`config.mk`:
```
export PLATFORM = sky130hd
export DESIGN_NAME = sm3_cf_ctrl_flat
export DESIGN_NICKNAME = d
export VERILOG_FILES = /design/src/rtl/sm3_cf_ctrl_if.sv /design/src/rtl/sm3_cf_ctrl.sv /design/src/flat_wrapper.sv
export SDC_FILE = /design/constraint.sdc
export NUM_CORES = 2
export LEC_CHECK = 0
export ABC_CLOCK_PERIOD_IN_PS = 15800
export CAP_MARGIN = 10
export CELL_PAD_IN_SITES_DETAIL_PLACEMENT = 0
export CELL_PAD_IN_SITES_GLOBAL_PLACEMENT = 1
export CORE_AREA = 2 2 405 407
export DETAILED_ROUTE_END_ITERATION = 12
export DIE_AREA = 0 0 407 409
export PLACE_DENSITY = 0.8
export SLEW_MARGIN = 20
export SYNTH_ARGS = -nofsm -noshare
export SYNTH_HDL_FRONTEND = slang
export SYNTH_SLANG_ARGS = --single-unit
```
`constraint.sdc`:
```
create_clock -name clk -period 15.8 [get_ports clk]
set_clock_uncertainty 0.05 [all_clocks]
set_input_delay 3.16 -clock clk [delete_from_list [all_inputs] [get_ports clk]]
set_output_delay 3.16 -clock clk [all_outputs]
set_load 0.02 [all_outputs]
```
`src/rtl/sm3_cf_ctrl_if.sv`:
```
// Handshake bundle between the SM3 block feeder, the compression engine and the digest register.
// The engine connects through the slave modport; the feeder/digest side uses master.
interface sm3_cf_ctrl_if;
  logic         in_valid;
  logic         in_ready;
  logic [255:0] v_in;
  logic [511:0] blk_in;
  logic         out_valid;
  logic         out_ready;
  logic [255:0] v_out;
  logic         busy;
  logic [6:0]   round;

  modport master (
    output in_valid, v_in, blk_in, out_ready,
    input  in_ready, out_valid, v_out, busy, round
  );

  modport slave (
    input  in_valid, v_in, blk_in, out_ready,
    output in_ready, out_valid, v_out, busy, round
  );
endinterface

```
`src/rtl/sm3_cf_ctrl.sv`:
```
// Iterative SM3 compression function: one round per clock, message expansion done on the fly
// through a 16-word sliding window, result V_{i+1} held until the consumer takes it.
module sm3_cf_ctrl #(
  parameter logic [31:0] T_LO     = 32'h79cc4519,
  parameter logic [31:0] T_HI     = 32'h7a879d8a,
  parameter logic [6:0]  J_SWITCH = 7'd16
) (
  input logic          clk,
  input logic          rst,
  sm3_cf_ctrl_if.slave bus
);

  typedef enum logic [1:0] {IDLE, RUN, FIN, DONE} state_e;

  state_e              state_q, state_d;
  logic [6:0]          round_q, round_d;
  logic [7:0][31:0]    work_q, work_d;
  logic [0:15][31:0]   win_q, win_d;
  logic [255:0]        vSave_q, vSave_d;
  logic [255:0]        vOut_q, vOut_d;

  logic [31:0] a, b, c, d, e, f, g, h;
  logic [31:0] a12, tj, tRot, ss1, ss2, ffVal, ggVal, tt1, tt2, wNew;
  logic        lowRound;

  function automatic logic [31:0] rotl(input logic [31:0] x, input logic [4:0] n);
    logic [63:0] t;
    t = {x, x} << n;
    return t[63:32];
  endfunction

  function automatic logic [31:0] p0(input logic [31:0] x);
    return x ^ rotl(x, 5'd9) ^ rotl(x, 5'd17);
  endfunction

  function automatic logic [31:0] p1(input logic [31:0] x);
    return x ^ rotl(x, 5'd15) ^ rotl(x, 5'd23);
  endfunction

  // A is the most significant word, matching the v_in/v_out word order.
  assign {a, b, c, d, e, f, g, h} = work_q;

  always_comb begin
    lowRound = (round_q < J_SWITCH);
    a12      = rotl(a, 5'd12);
    tj       = lowRound ? T_LO : T_HI;
    tRot     = rotl(tj, round_q[4:0]);
    ss1      = rotl(a12 + e + tRot, 5'd7);
    ss2      = ss1 ^ a12;
    ffVal    = lowRound ? (a ^ b ^ c) : ((a & b) | (a & c) | (b & c));
    ggVal    = lowRound ? (e ^ f ^ g) : ((e & f) | (~e & g));
    tt1      = ffVal + d + ss2 + (win_q[0] ^ win_q[4]);
    tt2      = ggVal + h + ss1 + win_q[0];
    wNew     = p1(win_q[0] ^ win_q[7] ^ rotl(win_q[13], 5'd15))
               ^ rotl(win_q[3], 5'd7) ^ win_q[10];
  end

  always_comb begin
    state_d = state_q;
    round_d = round_q;
    work_d  = work_q;
    win_d   = win_q;
    vSave_d = vSave_q;
    vOut_d  = vOut_q;
    unique case (state_q)
      IDLE: begin
        if (bus.in_valid) begin
          work_d  = bus.v_in;
          vSave_d = bus.v_in;
          win_d   = bus.blk_in;
          round_d = 7'd0;
          state_d = RUN;
        end
      end
      RUN: begin
        work_d = {tt1, a, rotl(b, 5'd9), c, p0(tt2), e, rotl(f, 5'd19), g};
        win_d  = {win_q[1:15], wNew};
        if (round_q == 7'd63) begin
          round_d = 7'd0;
          state_d = FIN;
        end else begin
          round_d = round_q + 7'd1;
        end
      end
      FIN: begin
        vOut_d  = work_q ^ vSave_q;
        state_d = DONE;
      end
      DONE: begin
        if (bus.out_ready) state_d = IDLE;
      end
      default: state_d = IDLE;
    endcase
  end

  always_ff @(posedge clk) begin
    if (rst) begin
      state_q <= IDLE;
      round_q <= '0;
      work_q  <= '0;
      win_q   <= '0;
      vSave_q <= '0;
      vOut_q  <= '0;
    end else begin
      state_q <= state_d;
      round_q <= round_d;
      work_q  <= work_d;
      win_q   <= win_d;
      vSave_q <= vSave_d;
      vOut_q  <= vOut_d;
    end
  end

  assign bus.in_ready  = (state_q == IDLE);
  assign bus.out_valid = (state_q == DONE);
  assign bus.busy      = (state_q != IDLE);
  assign bus.round     = round_q;
  assign bus.v_out     = vOut_q;

endmodule

```
`src/flat_wrapper.sv`:
```
// flat-port wrapper written by rule: the top's interface ports become plain ports
module sm3_cf_ctrl_flat 
#(
  parameter logic [31:0] T_LO     = 32'h79cc4519,
  parameter logic [31:0] T_HI     = 32'h7a879d8a,
  parameter logic [6:0]  J_SWITCH = 7'd16
)
  (clk, rst, bus_in_valid, bus_v_in, bus_blk_in, bus_out_ready, bus_in_ready, bus_out_valid, bus_v_out, bus_busy, bus_round);
  sm3_cf_ctrl_if bus_i ();
  input logic clk;
  input logic rst;
  input wire logic [$bits(bus_i.in_valid)-1:0] bus_in_valid;
  input wire logic [$bits(bus_i.v_in)-1:0] bus_v_in;
  input wire logic [$bits(bus_i.blk_in)-1:0] bus_blk_in;
  input wire logic [$bits(bus_i.out_ready)-1:0] bus_out_ready;
  output wire logic [$bits(bus_i.in_ready)-1:0] bus_in_ready;
  output wire logic [$bits(bus_i.out_valid)-1:0] bus_out_valid;
  output wire logic [$bits(bus_i.v_out)-1:0] bus_v_out;
  output wire logic [$bits(bus_i.busy)-1:0] bus_busy;
  output wire logic [$bits(bus_i.round)-1:0] bus_round;
  assign bus_i.in_valid = bus_in_valid;
  assign bus_i.v_in = bus_v_in;
  assign bus_i.blk_in = bus_blk_in;
  assign bus_i.out_ready = bus_out_ready;
  assign bus_in_ready = bus_i.in_ready;
  assign bus_out_valid = bus_i.out_valid;
  assign bus_v_out = bus_i.v_out;
  assign bus_busy = bus_i.busy;
  assign bus_round = bus_i.round;
  sm3_cf_ctrl #(.T_LO(T_LO), .T_HI(T_HI), .J_SWITCH(J_SWITCH)) u_core (.clk(clk), .rst(rst), .bus(bus_i));
endmodule
```
# Word level (Yosys, flattened, before mapping)
# Cells that the tools add are included.
# totals
ff_bits	1289
inputBits	772
out_inout_bits	266
# classes
addsub	9
magnitude_cmp	1
n_eq_ne	7
shift	1
n_mux	14
n_bitwise	24
n_reduce_logical	6
# ops
operator	count
$pmux 512 s2	1
$mux 512	1
$pmux 256 s2	1
$xor 32x32->32	14
$add 32x32->32	8
$mux 256	1
$xor 256x256->256	1
$and 32x32->32	5
$or 32x32->32	3
$mux 32	2
$shl 64x5->64	1
$not 32->32	1
$mux 26	1
$mux 7	2
$pmux 7 s2	1
$pmux 2 s4	1
$add 7x1->7 const B	1
$eq 7x6->1 const B	1
$lt 7x5->1 const B	1
$mux 2	3
$eq 2x2->1 const B	2
$ne 2x2->1 const B	2
$reduce_and 2->1	2
$reduce_bool 2->1	2
other kinds (4)	4

# Longest topological paths before layout
# depth
depth_word	10
depth_mapped	41
depth_no_buf	38

# Least setup slack after synthesis
# OpenSTA, ideal clock, no wires.
# synth_path
path_kind	flip-flop to flip-flop
start	reg u_core.round_q[4] (netlist: u_core.bus.round[4])
end	reg u_core.work_q (netlist bit u_core.a[22])
t_arrival_ns	8.896
required_time_ns	15.655
path_slack_ns	6.759
path_stages_with_launch	38
synth_period_minus_slack_ns	9.041
path_cell_list	dfxtp_1 -> nor3_2 -> inv_2 -> buf_2 -> clkbuf_1 -> buf_1 -> ha_1 -> clkbuf_1 -> a21oi_1 -> o21ai_0 -> nor2_1 -> a21oi_1 -> mux2_2 -> fa_1 -> ha_1 -> fa_1 -> a21o_1 -> a21oi_1 -> [... 2 more ...] -> a211oi_1 -> o2111ai_1 -> o21ai_0 -> xnor2_1 -> xnor2_1 -> fa_1 -> fa_1 -> inv_1 -> ha_1 -> a21o_1 -> a21o_1 -> a2111oi_4 -> nor3_1 -> or2_1 -> a211o_1 -> a21oi_1 -> mux2_2 -> a221oi_1
# synth_between
elab_chain_len	8
# synth_lines
item	line_no	source
from (decl)	sm3_cf_ctrl.sv:16	logic [6:0] round_q, round_d;
from (signal assigned)	sm3_cf_ctrl.sv:106	round_q <= round_d;
$lt 7x5->1	sm3_cf_ctrl.sv:44	lowRound = (round_q < J_SWITCH);
$mux 26	sm3_cf_ctrl.sv:46	tj = lowRound ? T_LO : T_HI;
$shl 64x5->64	sm3_cf_ctrl.sv:28	t = {x, x} << n;
$add 32x32->32	sm3_cf_ctrl.sv:48	ss1 = rotl(a12 + e + tRot, 5'd7);
$xor 32x32->32	sm3_cf_ctrl.sv:49	ss2 = ss1 ^ a12;
$add 32x32->32 (*) (2 in series)	sm3_cf_ctrl.sv:52	tt1 = ffVal + d + ss2 + (win_q[0] ^ win_q[4]);
$pmux 256 s2 (*)	sm3_cf_ctrl.sv:65	unique case (state_q)
to (signal assigned)	sm3_cf_ctrl.sv:107	work_q <= work_d;
to (decl)	sm3_cf_ctrl.sv:17	logic [7:0][31:0] work_q, work_d;
# Mark *: on every way between the ends. The rest lies on a longest branch, timed or not.
# A chain may end at the register's enable or synchronous reset.

# Worst setup path in the final report
# layout_path
start	reg u_core.round_q[5] (netlist: u_core.bus.round[5])
end	reg u_core.work_q (netlist bit u_core.e[24])
# layout_between
elab_chain_len	9
# layout_lines
item	line_no	source
$lt 7x5->1 (*)	sm3_cf_ctrl.sv:44	
$mux 26	sm3_cf_ctrl.sv:46	
$shl 64x5->64	sm3_cf_ctrl.sv:28	
$add 32x32->32	sm3_cf_ctrl.sv:48	
$add 32x32->32 (*) (2 in series)	sm3_cf_ctrl.sv:53	tt2 = ggVal + h + ss1 + win_q[0];
$xor 32x32->32	sm3_cf_ctrl.sv:33	return x ^ rotl(x, 5'd9) ^ rotl(x, 5'd17);
$xor 32x32->32 (*)	sm3_cf_ctrl.sv:33	
$pmux 256 s2 (*)	sm3_cf_ctrl.sv:65	
# Marked as above.

==> impl_metrics.csv <==
group,metric,value,unit
clock_tree,clk_latency,0.81,ns
global_routing,grt-ovfl-total,0,
synth,yosysMostFrequentCell,"dfxtp_1",
synth,syn-instance-count,7670,
placement,port_buffers,1037,
global_routing,grt_pass1_wl,422.1,mm
die,initial_core_util,42.13,%
sta,rsz0062_at_grt,"no",
sta,period_minus_slack,10.62,ns
routing,vias_per_cell,5.659,
clock_tree,clk_path_buf_depth,3,
worst_hold_path,min_path_type,"reg -> reg",
run_status,status,"complete, no violations",
setup_path,r2r_cells,35,
setup_path,critPathLaunchType,"register",
clock_tree,cts_hold_buf,0,
clock_tree,numCtsBuffers,147,
clock_tree,ctsHtreeMaxLevel,4,
sta,setup_viol,0,
setup_path,worst_ep_required_time,16.45,ns
routing,dr.pass1.iters,8,
sta,finalCritPeriodShare,67.25,%
synth,synth_cell_types,85,
synth,netlist.area_leader.share,37.80,%
cells_and_area,drive_gt1_share,4.051,%
global_routing,antenna_found_initial,53,
global_routing,grt_max_degree,227,
setup_path,cp-end-kind,"register",
setup_path,critPathMaxStageDelay,0.79,ns
routing,ant_nets,0,
clock_tree,cts_tree,"yes",
routing,routedWlPerCell,28.73,um
cells_and_area,area_delta_synth_final,24.24,%
setup_path,crit_fanout,40,
synth,avgSynthCellArea,8.900,sq um
sta,fmax,0.09412,GHz
synth,synth_edf_count,0,
die,core_area,162000,sq um
synth,ys_async_sr_fraction,0,%
global_routing,grtUsageTotal,35.47,%
sta,report.final.hold_viol_count,0,
synth,synth_common_cells,"dfxtp_1, nor2_1, a211oi_1",
setup_path,crit_top_cell,"fa_1",
clock_tree,cts_root_buf,"clkbuf_16",
sta,setup_tns,0,ns
die,die_h,409,um
synth,synth_area_leaders,"dfxtp_1, mux2i_1, a211oi_1",
clock_tree,cts.reportedPaths.clkPinSlew,0.06,ns
synth,netlist_area,68270,sq um
clock_tree,clock_sinks,1289,
placement,finalWeightedCongestion,0.9816,
routing,totalWireLength,305.4,mm
synth,yosysSeqAreaShare,37.80,%
routing,drc_errors,0,
synth,synth_ff_type,"dfxtp_1",
sta,tightest_slew,1.304,ns
worst_hold_path,min_path_cells,2,
clock_tree,cts_setup_buffers,0,
routing,vias,60140,
die,io_pins,1038,
routing,drt_iter0_markers,5831,
clock_tree,cts-resized-gates,0,
synth,yosysWarningCount,0,
die,dieArea,166500,sq um
setup_path,critPathArrivalTime,11.28,ns
setup_path,crit_type,"reg -> reg",
setup_path,critPathSlowestCell,"a21boi_1",
die,die_w,407,um
global_routing,grt_pass1_vias,56467,
run,cap_violations,0,
synth,synth.net_count,8732,
cells_and_area,nNetsFinal,9374,
placement,post-dp-hpwl,238.2,mm
sta,final-max-slew-violation-count,0,
die,rows,148,
sta,relSlewSlack,12.14,%
synth,ys_ff_latch,1289,
synth,synth_top_area_cell,"dfxtp_1",
through the flow:
stage               instances  instance area [sq um]  hold slack [ns]  worst slack [ns]  util, %
global route            10619                  84790           0.4292             4.530    52.33
floorplan                7670                  68270           0.3996             6.759        -
CTS                     10593                  84720           0.4171             5.290    52.29
global placement        10338                  79770           0.4043             5.535    49.23
detailed placement      10338                  79770           0.4098             5.306    49.23
finish                  10628                  84820           0.4160             5.175    52.35
layer usage:
layer  part of all wire, %  global-route usage [%]
met5                 0.067                       0
met4                   4.7                   15.29
met3                   7.4                   7.269
met2                    47                   57.81
met1                    41                   45.24
flip-flops by register name (all words and copies together), names as in the netlist:
name              cells
u_core.h             32
u_core.bus.v_out    256
u_core.c             32
u_core.a             32
u_core.e             32
u_core.g             32
u_core.vSave_q      256
u_core.bus.round      7
u_core.win_q        512
u_core.state_q        2
u_core.d             32
u_core.f             32
u_core.b             32
cells by family (layout without fill, tap and decap cells):
kind of cell               Yosys count  count (layout)  share of synthesized area [%]
AOI/OAI and AO/OA                 1786            1786                          17.93
xor gates and xnor gates           662             662                          8.697
adders and majority gates          292             292                          7.414
buffers and inverters              913            1661                          5.026
DFF                               1289            1289                          37.80
muxes                              810             810                          11.93
other                                0              35                              0
and+or+nand+nor                   1918            1918                          11.20
area by class of cell:
class / count / area, sq um
Timing Repair Buffer: 1111 / 11040
Multi-Input combinational cell: 5468 / 39090
Fill cell: 15132 / 77220
Inverter: 295 / 1107
Antenna cell: 35 / 87.58
Clock inverter: 44 / 660.6
Sequential cell: 1289 / 25810
Tap cell: 2175 / 2721
Clock buffer: 211 / 4294
layout by cell type, fill, tap and decap left out, types with 89 or more instances in the layout:
| cell | synthesis | routed |
|---|---|---|
| dfxtp_1 | 1289 | 1288 |
| nor2_1 | 1082 | 1082 |
| clkdlybuf4s50_1 | 0 | 1036 |
| a211oi_1 | 1005 | 1005 |
| mux2i_1 | 800 | 800 |
| nand2_1 | 622 | 621 |
| xnor2_1 | 563 | 563 |
| a21oi_1 | 412 | 411 |
| inv_1 | 291 | 291 |
| fa_1 | 188 | 188 |
| clkbuf_16 | 0 | 151 |
| o21ai_0 | 117 | 116 |
| ha_1 | 102 | 100 |
| xor2_1 | 89 | 89 |
final timing paths:
check                                          from                  to  slack, ns
worst min register to register   u_core.vSave_q[75]  u_core.vSave_q[75]       0.42
worst max register to register  u_core.bus.round[5]        u_core.e[24]       5.18
worst min-delay path             u_core.vSave_q[75]  u_core.vSave_q[75]       0.42
worst max-delay path            u_core.bus.round[5]        u_core.e[24]       5.18
critical path, delay by kind of cell (launching register included):
| kind | cells | cell delay [ns] |
|---|---|---|
| multiplexers | 4 | 0.60 |
| AND/OR/NAND/NOR | 3 | 0.50 |
| buffers and inverters | 5 | 1.41 |
| flip-flops | 1 | 0.45 |
| adder cells (fa/ha/maj) | 7 | 2.69 |
| AO/OA/AOI/OAI | 15 | 4.67 |
| XOR/XNOR | 1 | 0.13 |
Power is not shown: default switching activity piles up to over one toggle a cycle in this logic, so the estimate is an artifact.
